File: src/rtl/digit_serial_adder_if.sv
// Operand/result handshake bundle for digit_serial_adder.
// The ovf signal is present only when DSA_OVF_EN is defined.
interface digit_serial_adder_if #(
    parameter int WIDTH = 16
);
    logic             in_valid;
    logic             in_ready;
    logic [WIDTH-1:0] a;
    logic [WIDTH-1:0] b;
    logic             cin;
    logic             out_valid;
    logic             out_ready;
    logic [WIDTH-1:0] sum;
    logic             cout;
    logic             busy;
`ifdef DSA_OVF_EN
    logic             ovf;
`endif

    // Producer/consumer side: offers operands and takes the result.
    modport master (
        output in_valid, a, b, cin, out_ready,
        input  in_ready, out_valid, sum, cout, busy
`ifdef DSA_OVF_EN
        , input ovf
`endif
    );

    // Adder side.
    modport slave (
        input  in_valid, a, b, cin, out_ready,
        output in_ready, out_valid, sum, cout, busy
`ifdef DSA_OVF_EN
        , output ovf
`endif
    );
endinterface

File: src/rtl/digit_serial_adder.sv
// Digit-serial adder: adds DIGIT bits per clock, LSD first, through a registered carry.
// Optional signed-overflow output enabled by defining DSA_OVF_EN.
module digit_serial_adder #(
    parameter int WIDTH = 16,
    parameter int DIGIT = 2
) (
    input  logic               clk,
    input  logic               rst_n,
    digit_serial_adder_if.slave io
);
    localparam int NDIG = WIDTH / DIGIT;
    localparam int CW   = (NDIG > 1) ? $clog2(NDIG) : 1;

    typedef enum logic [1:0] {
        IDLE = 2'd0,
        RUN  = 2'd1,
        DONE = 2'd2
    } state_t;

    state_t           state_r;
    state_t           next_state_s;
    logic [CW-1:0]    cnt_r;
    logic             carry_r;
    logic [WIDTH-1:0] a_sh_r;
    logic [WIDTH-1:0] b_sh_r;
    logic [WIDTH-1:0] sum_sh_r;
    logic [WIDTH-1:0] sum_r;
    logic             cout_r;
    logic             out_valid_r;
    logic             accept_s;
    logic             last_s;
    logic [DIGIT:0]   digit_sum_s;
    logic [WIDTH-1:0] sum_next_s;
`ifdef DSA_OVF_EN
    logic [1:0]       msb_r;
    logic             ovf_r;
`endif

    // Handshake decode and the per-digit add/shift datapath.
    always_comb begin
        accept_s    = 1'b0;
        last_s      = 1'b0;
        digit_sum_s = {1'b0, a_sh_r[DIGIT-1:0]} + {1'b0, b_sh_r[DIGIT-1:0]}
                      + (DIGIT+1)'(carry_r);
        // New digit enters at the top so the LSD ends up at bit 0 after NDIG steps.
        sum_next_s  = (sum_sh_r >> DIGIT)
                      | (WIDTH'(digit_sum_s[DIGIT-1:0]) << (WIDTH - DIGIT));
        if (state_r == IDLE) begin
            accept_s = io.in_valid;
        end else begin
            accept_s = 1'b0;
        end
        if (state_r == RUN) begin
            last_s = (cnt_r == CW'(NDIG - 1));
        end else begin
            last_s = 1'b0;
        end
    end

    // Next-state logic.
    always_comb begin
        next_state_s = state_r;
        case (state_r)
            IDLE: begin
                if (accept_s) next_state_s = RUN;
                else          next_state_s = IDLE;
            end
            RUN: begin
                if (last_s) next_state_s = DONE;
                else        next_state_s = RUN;
            end
            DONE: begin
                if (io.out_ready) next_state_s = IDLE;
                else              next_state_s = DONE;
            end
            default: next_state_s = IDLE;
        endcase
    end

    // State register.
    always_ff @(posedge clk) begin
        if (!rst_n) state_r <= IDLE;
        else        state_r <= next_state_s;
    end

    // Operand capture, serial stepping and result registers.
    always_ff @(posedge clk) begin
        if (!rst_n) begin
            cnt_r       <= '0;
            carry_r     <= 1'b0;
            a_sh_r      <= '0;
            b_sh_r      <= '0;
            sum_sh_r    <= '0;
            sum_r       <= '0;
            cout_r      <= 1'b0;
            out_valid_r <= 1'b0;
`ifdef DSA_OVF_EN
            msb_r       <= 2'b00;
            ovf_r       <= 1'b0;
`endif
        end else begin
            case (state_r)
                IDLE: begin
                    if (accept_s) begin
                        a_sh_r  <= io.a;
                        b_sh_r  <= io.b;
                        carry_r <= io.cin;
                        cnt_r   <= '0;
`ifdef DSA_OVF_EN
                        msb_r   <= {io.a[WIDTH-1], io.b[WIDTH-1]};
`endif
                    end
                end
                RUN: begin
                    carry_r  <= digit_sum_s[DIGIT];
                    a_sh_r   <= a_sh_r >> DIGIT;
                    b_sh_r   <= b_sh_r >> DIGIT;
                    sum_sh_r <= sum_next_s;
                    cnt_r    <= cnt_r + CW'(1);
                    // Visible result only changes here, so it holds through DONE and IDLE.
                    if (last_s) begin
                        sum_r       <= sum_next_s;
                        cout_r      <= digit_sum_s[DIGIT];
                        out_valid_r <= 1'b1;
`ifdef DSA_OVF_EN
                        ovf_r       <= (msb_r[1] == msb_r[0])
                                       && (sum_next_s[WIDTH-1] != msb_r[1]);
`endif
                    end
                end
                DONE: begin
                    if (io.out_ready) out_valid_r <= 1'b0;
                end
                default: out_valid_r <= 1'b0;
            endcase
        end
    end

    assign io.in_ready  = (state_r == IDLE);
    assign io.busy      = (state_r == RUN) || (state_r == DONE);
    assign io.out_valid = out_valid_r;
    assign io.sum       = sum_r;
    assign io.cout      = cout_r;
`ifdef DSA_OVF_EN
    assign io.ovf       = ovf_r;
`endif
endmodule

File: src/flat_wrapper.sv
// flat-port wrapper written by rule: the top's interface ports become plain ports
module digit_serial_adder_flat 
#(
    parameter int WIDTH = 16,
    parameter int DIGIT = 2
)
  (clk, rst_n, io_in_valid, io_a, io_b, io_cin, io_out_ready, io_in_ready, io_out_valid, io_sum, io_cout, io_busy);
  digit_serial_adder_if #(.WIDTH(WIDTH)) io_i ();
  input  logic clk;
  input  logic rst_n;
  input wire logic [$bits(io_i.in_valid)-1:0] io_in_valid;
  input wire logic [$bits(io_i.a)-1:0] io_a;
  input wire logic [$bits(io_i.b)-1:0] io_b;
  input wire logic [$bits(io_i.cin)-1:0] io_cin;
  input wire logic [$bits(io_i.out_ready)-1:0] io_out_ready;
  output wire logic [$bits(io_i.in_ready)-1:0] io_in_ready;
  output wire logic [$bits(io_i.out_valid)-1:0] io_out_valid;
  output wire logic [$bits(io_i.sum)-1:0] io_sum;
  output wire logic [$bits(io_i.cout)-1:0] io_cout;
  output wire logic [$bits(io_i.busy)-1:0] io_busy;
  assign io_i.in_valid = io_in_valid;
  assign io_i.a = io_a;
  assign io_i.b = io_b;
  assign io_i.cin = io_cin;
  assign io_i.out_ready = io_out_ready;
  assign io_in_ready = io_i.in_ready;
  assign io_out_valid = io_i.out_valid;
  assign io_sum = io_i.sum;
  assign io_cout = io_i.cout;
  assign io_busy = io_i.busy;
  digit_serial_adder #(.WIDTH(WIDTH), .DIGIT(DIGIT)) u_core (.clk(clk), .rst_n(rst_n), .io(io_i));
endmodule
File: config.mk
export PLATFORM = sky130hd
export DESIGN_NAME = digit_serial_adder_flat
export DESIGN_NICKNAME = d
export VERILOG_FILES = /design/src/rtl/digit_serial_adder_if.sv /design/src/rtl/digit_serial_adder.sv /design/src/flat_wrapper.sv
export SDC_FILE = /design/constraint.sdc
export NUM_CORES = 1
export LEC_CHECK = 0
export CAP_MARGIN = 15
export CORE_UTILIZATION = 40
export DETAILED_ROUTE_END_ITERATION = 8
export PLACE_DENSITY_LB_ADDON = 0.08
export SETUP_SLACK_MARGIN = 0.15
export SYNTH_ARGS = -nofsm -noshare
export SYNTH_HDL_FRONTEND = slang
export SYNTH_SLANG_ARGS = --single-unit
File: constraint.sdc
create_clock -name clk -period 3.1 [get_ports clk]
set_clock_uncertainty 0.05 [all_clocks]
set_input_delay 0.62 -clock clk [delete_from_list [all_inputs] [get_ports clk]]
set_output_delay 0.62 -clock clk [all_outputs]
set_load 0.05 [all_outputs]
=== After elaboration in Yosys (flattened, before gate mapping) ===
Cells that the tools add are included.

* Add/subtract/negate cells: 3
* Equal/unequal tests: 6
* Multiplexer cells: 17
* Bitwise operators: 2
* Reduce and logical (&&, ||, !) cells: 6

{| class="wikitable"
|+ Operator list
! kind !! number
|-
| 16-bit case mux with 2 select lines || 2
|-
| 16-bit 2-to-1 mux || 2
|-
| 14-bit by 16-bit OR with 16-bit output || 1
|-
| 1-bit 2-to-1 mux || 6
|-
| 2-bit case mux with 3 select lines || 1
|-
| 3-bit case mux with 2 select lines || 1
|-
| 2-bit 2-to-1 mux || 2
|-
| 2-bit by 1-bit inequality test with 1-bit output, second input constant || 2
|-
| 2-bit AND reduction || 2
|-
| 2-bit by 2-bit adder with 3-bit output || 1
|-
| 3-bit by 1-bit adder with 3-bit output || 1
|-
| 3-bit by 1-bit adder with 3-bit output, second input constant || 1
|-
| 3-bit equality test, second input constant || 1
|-
| 3-bit 2-to-1 mux || 1
|-
| 1-bit case mux with 3 select lines || 1
|-
| 3-bit AND reduction || 1
|-
| 2-bit by 1-bit equality test with 1-bit output, second input constant || 1
|-
| 2-bit equality test, second input constant || 1
|-
| 2-bit logical NOT || 1
|-
| 2-bit inequality test, second input constant || 1
|-
| 1-bit case mux with 2 select lines || 1
|-
| 2-bit nonzero test || 1
|-
| 1-bit logical OR || 1
|-
| 1-bit NOT || 1
|}

* Register bits after elaboration: 72
* Bits of input ports: 37
* Output and inout port bits: 20

=== Depth between registers and ports, before layout ===
* Depth in word-level cells: 4
* Mapped depth: 8
* Depth with buffers taken out: 6

=== Worst setup path after synthesis ===
OpenSTA, ideal clock, no wires.

* Path type: flip-flop to flip-flop
* Start: register u_core.state_r[0]
* End: register u_core.b_sh_r[10]
* Setup time: 143 ps
* Arrival time: 1696 ps
* Required time: 2907 ps
* Slack: 1211 ps
* Cell stages (with the launch flop): 8
* Clock period less this slack: 1889 ps
* Cells stage by stage: dfxtp_1 > inv_1 > ha_1 > buf_6 > mux2_4 > buf_6 > nor2_1 > a211oi_2

* Longest elaborated chain between the ends: 4
* Elaborated cells on any way between the ends: 7

{| class="wikitable"
|+ Ends and longest elaborated chain
! what !! RTL line !! text
|-
| start, declared || digit_serial_adder.sv:20 || <nowiki>state_t state_r;</nowiki>
|-
| start signal, assigned || digit_serial_adder.sv:83 || <nowiki>else state_r <= next_state_s;</nowiki>
|-
| 2-bit logical NOT * || -- ||
|-
| net io_in_ready || flat_wrapper.sv:16 || <nowiki>output wire logic [$bits(io_i.in_ready)-1:0] io_in_ready;</nowiki>
|-
| 1-bit 2-to-1 mux || digit_serial_adder.sv:48 || <nowiki>if (state_r == IDLE) begin</nowiki>
|-
| 2-bit by 1-bit inequality test with 1-bit output (no line) || -- ||
|-
| 2-bit AND reduction (no line) || -- ||
|-
| end signal, assigned || digit_serial_adder.sv:106 || <nowiki>b_sh_r <= io.b;</nowiki>
|-
| end signal, assigned || digit_serial_adder.sv:117 || <nowiki>b_sh_r <= b_sh_r >> DIGIT;</nowiki>
|-
| end, declared || digit_serial_adder.sv:25 || <nowiki>logic [WIDTH-1:0] b_sh_r;</nowiki>
|}

The timed path passes the listed nets; every way through them passes the cells marked *.
A chain may end at the register's enable or synchronous reset.

=== Final worst setup path ===
* Start: register u_core.state_r[0]
* End: output port io_in_ready

* Longest elaborated chain between the ends: 1

{| class="wikitable"
|+ Ends and longest elaborated chain
! what !! RTL line !! text
|-
| 2-bit logical NOT || digit_serial_adder.sv:139 || <nowiki>assign io.in_ready = (state_r == IDLE);</nowiki>
|-
| end, declared || flat_wrapper.sv:16 ||
|}

No other way between the ends.

==> flow_summary.toml <==
[global_routing]
grt_max_degree = 37
track_usage = 0.159
antenna_found_initial = 0
gr-total-overflow = 0
grt_pass1_vias = 2178
grt_pass1_wl_mm = 10.3

[worst_setup_path]
path_cells = "inv_1, ha_1, clkdlybuf4s50_1"
critPathArrivalTime_ns = 1.99
worstPathRequired_ns = 2.43
r2r_cells = 6
end_kind = "output pin"
cp_slowest_stage_delay_ns = 0.87
slowest_stage = "clkdlybuf4s50_1"
path_buf_inv = 2
start_kind = "flip-flop"
crit_fanout = 10
crit_cells = 3
path_class = "flip-flop to output pin"
cp_top_family = "buffers and inverters"

[finish]
drive_gt1_frac = 0.153
area_growth_pct = 25.9
final_cells = 466
fill_cells = 701
fin_nets = 407
antenna_cells = 0

[logic_synthesis]
netlist_area_sq_um = 3100
synth_seq_cells = 70
yosysSeqAreaShare = 0.452
synth_cell_types = 27
yosysWarnings = 0
synth_nets = 358
syn_avg_cell_area_sq_um = 9.91
synthCells = 313

[outcome]
status = "finished clean"

[cts]
cts_buffers = 9
htreeDepth = 3
post_cts_buffers = 0
cts_tree = "done"
cts_max_path_buffers = 2
cts_hold_buf = 0
path_clk_slew_ns = 0.08
worstSkewPairLatency_ns = 0.34
cts_root_buf = "clkbuf_8"
ctsResizeCount = 0
cts.sinks = 70

[timing]
fin_ws_ns = 0.438
slew_headroom = 0.520
fmax_ghz = 0.376
tightest_slew_ns = 0.720
period_share = 0.859
hold_viol = 0
slew_viol_final = 0
min_period_ns = 2.66
tns_ns = 0
setup_viol = 0
rsz0062_at_grt = "false"

[route]
wl_met3_microns = 274
vias_per_cell = 4.89
top_layer_used = "met4"
vias = 2280
ant_nets = 0
drtPass1Iterations = 4
drc = 0
routed_wl_mm = 5.98
routedWlPerCell_microns = 12.8
met2_length_mm = 2.67
drt_iter0_markers = 111
met1_length_mm = 2.96

[floorplan]
dieHeight_microns = 90.0
initial_core_util = 0.421
fp.dieArea_sq_um = 8110
die_x_microns = 90.0
io-pin-count = 57
num_rows = 31
core_sq_um = 7370

[placement]
io_buffers = 56
place.gp.congestion = 0.710
place_ws_ns = 0.782
dp_hpwl_mm = 4.09
dpl.cell_count = 450

[hold_path]
hp-class = "flip-flop to flip-flop"
worstHoldPathCells = 2

[power_and_ir_drop]
irDropWorstVdd_mv = 0.313
power.total_w = 0.00209
p_per_area_nw_per_um2 = 535
power.leakage_nw = 1.40

[job]
maxCapViolations = 0
==> sequential cells by signal, indices dropped and copies added (netlist names) <==
register and cells:
u_core.a_sh_r 16, u_core.carry_r 1, u_core.io.out_valid 1, u_core.cnt_r 3, u_core.state_r 2, u_core.sum_sh_r 14, u_core.io.sum 16, u_core.b_sh_r 16
u_core.io.cout 1
==> power breakdown <==
group | internal [W] | switching, W
clock network | 0.000454 | 0.000350
logic | 0.000147 | 0.000162
registers | 0.000948 | 0.0000278
total | 0.00155 | 0.000540
==> cells by family after synthesis <==
logic type	after synthesis	synth area share
AND/OR/NAND/NOR	97	0.129
multiplexers	42	0.137
AO/OA/AOI/OAI	63	0.179
flip-flops	70	0.452
buffers and inverters	33	0.0662
adder cells (fa/ha/maj)	8	0.0371
==> stage by stage <==
| stage | area, sq um | utilization | hold WS, ns |
|---|---|---|---|
| floorplan | 3100 | - | 0.381 |
| global placement | 3680 | 0.500 | 0.392 |
| detailed placement | 3680 | 0.500 | 0.395 |
| CTS | 3900 | 0.530 | 0.407 |
| global route | 3900 | 0.530 | 0.427 |
| finish | 3900 | 0.530 | 0.400 |
==> path summary, 6_finish.rpt <==
path,startpoint,endpoint,slack (ns)
worst min register to register,u_core.sum_sh_r[2],u_core.io.sum[0],0.40
worst max-delay path,u_core.state_r[0],io_in_ready,0.44
worst max register to register,u_core.state_r[1],u_core.io.sum[15],1.03
worst min-delay path,u_core.sum_sh_r[2],u_core.io.sum[0],0.40
==> cells in the mapped netlist <==
master	number	area, sq um
nand3_1	2	10.0
or3_1	1	6.26
a31oi_1	1	6.26
and2_1	1	6.26
o22ai_1	3	18.8
a211oi_1	5	37.5
or2b_1	1	7.51
dfxtp_1	70	1400
nand4_1	1	6.26
inv_1	10	37.5
fa_1	2	40.0
buf_2	8	40.0
nor2b_1	1	6.26
buf_4	3	22.5
mux2i_1	41	410
clkbuf_1	1	3.75
and3_2	3	22.5
buf_1	3	11.3
mux2_4	1	15.0
ha_1	6	75.1
nor2_1	46	173
a21oi_1	24	120
a211oi_2	29	363
nand2_1	38	143
buf_6	8	90.1
nand2b_1	3	18.8
a311oi_1	1	8.76
==> per-layer routing <==
metal / vias to the layer above / track usage
li1: 1170 / -
met4: 0 / 0.0524
met1: 1052 / 0.205
met3: 6 / 0.0550
met5: - / 0
met2: 52 / 0.247
==> area by class of cell <==
| type | count | area (sq um) | area share |
|---|---|---|---|
| multi-input combinational | 210 | 1500 | 0.383 |
| sequential | 70 | 1400 | 0.359 |
| timing repair buffer | 61 | 623 | 0.160 |
| clock buffer | 9 | 124 | 0.0317 |
| tap | 99 | 124 | 0.0317 |
| clock inverter | 7 | 96.3 | 0.0247 |
| inverter | 10 | 37.5 | 0.00962 |
==> worst reg2reg max path, cell delays in order (launching register included) <==
cell and delay [ns]:
dfxtp_1 0.33, inv_1 0.08, ha_2 0.21, buf_4 0.34, and2_1 0.66, nor2_1 0.09
a211oi_1 0.22
==> cell usage in the layout (no fill, tap or decap), types with 3 or more instances in the layout <==
master,count
a211oi_1,5
a211oi_2,29
a21oi_1,24
and3_2,3
buf_4,3
clkbuf_8,9
clkdlybuf4s50_1,56
clkinvlp_4,3
dfxtp_1,70
ha_1,5
inv_1,9
mux2i_1,41
nand2_1,38
nand2b_1,3
nor2_1,46
o22ai_1,3
Power figures use the tool's default switching activity.
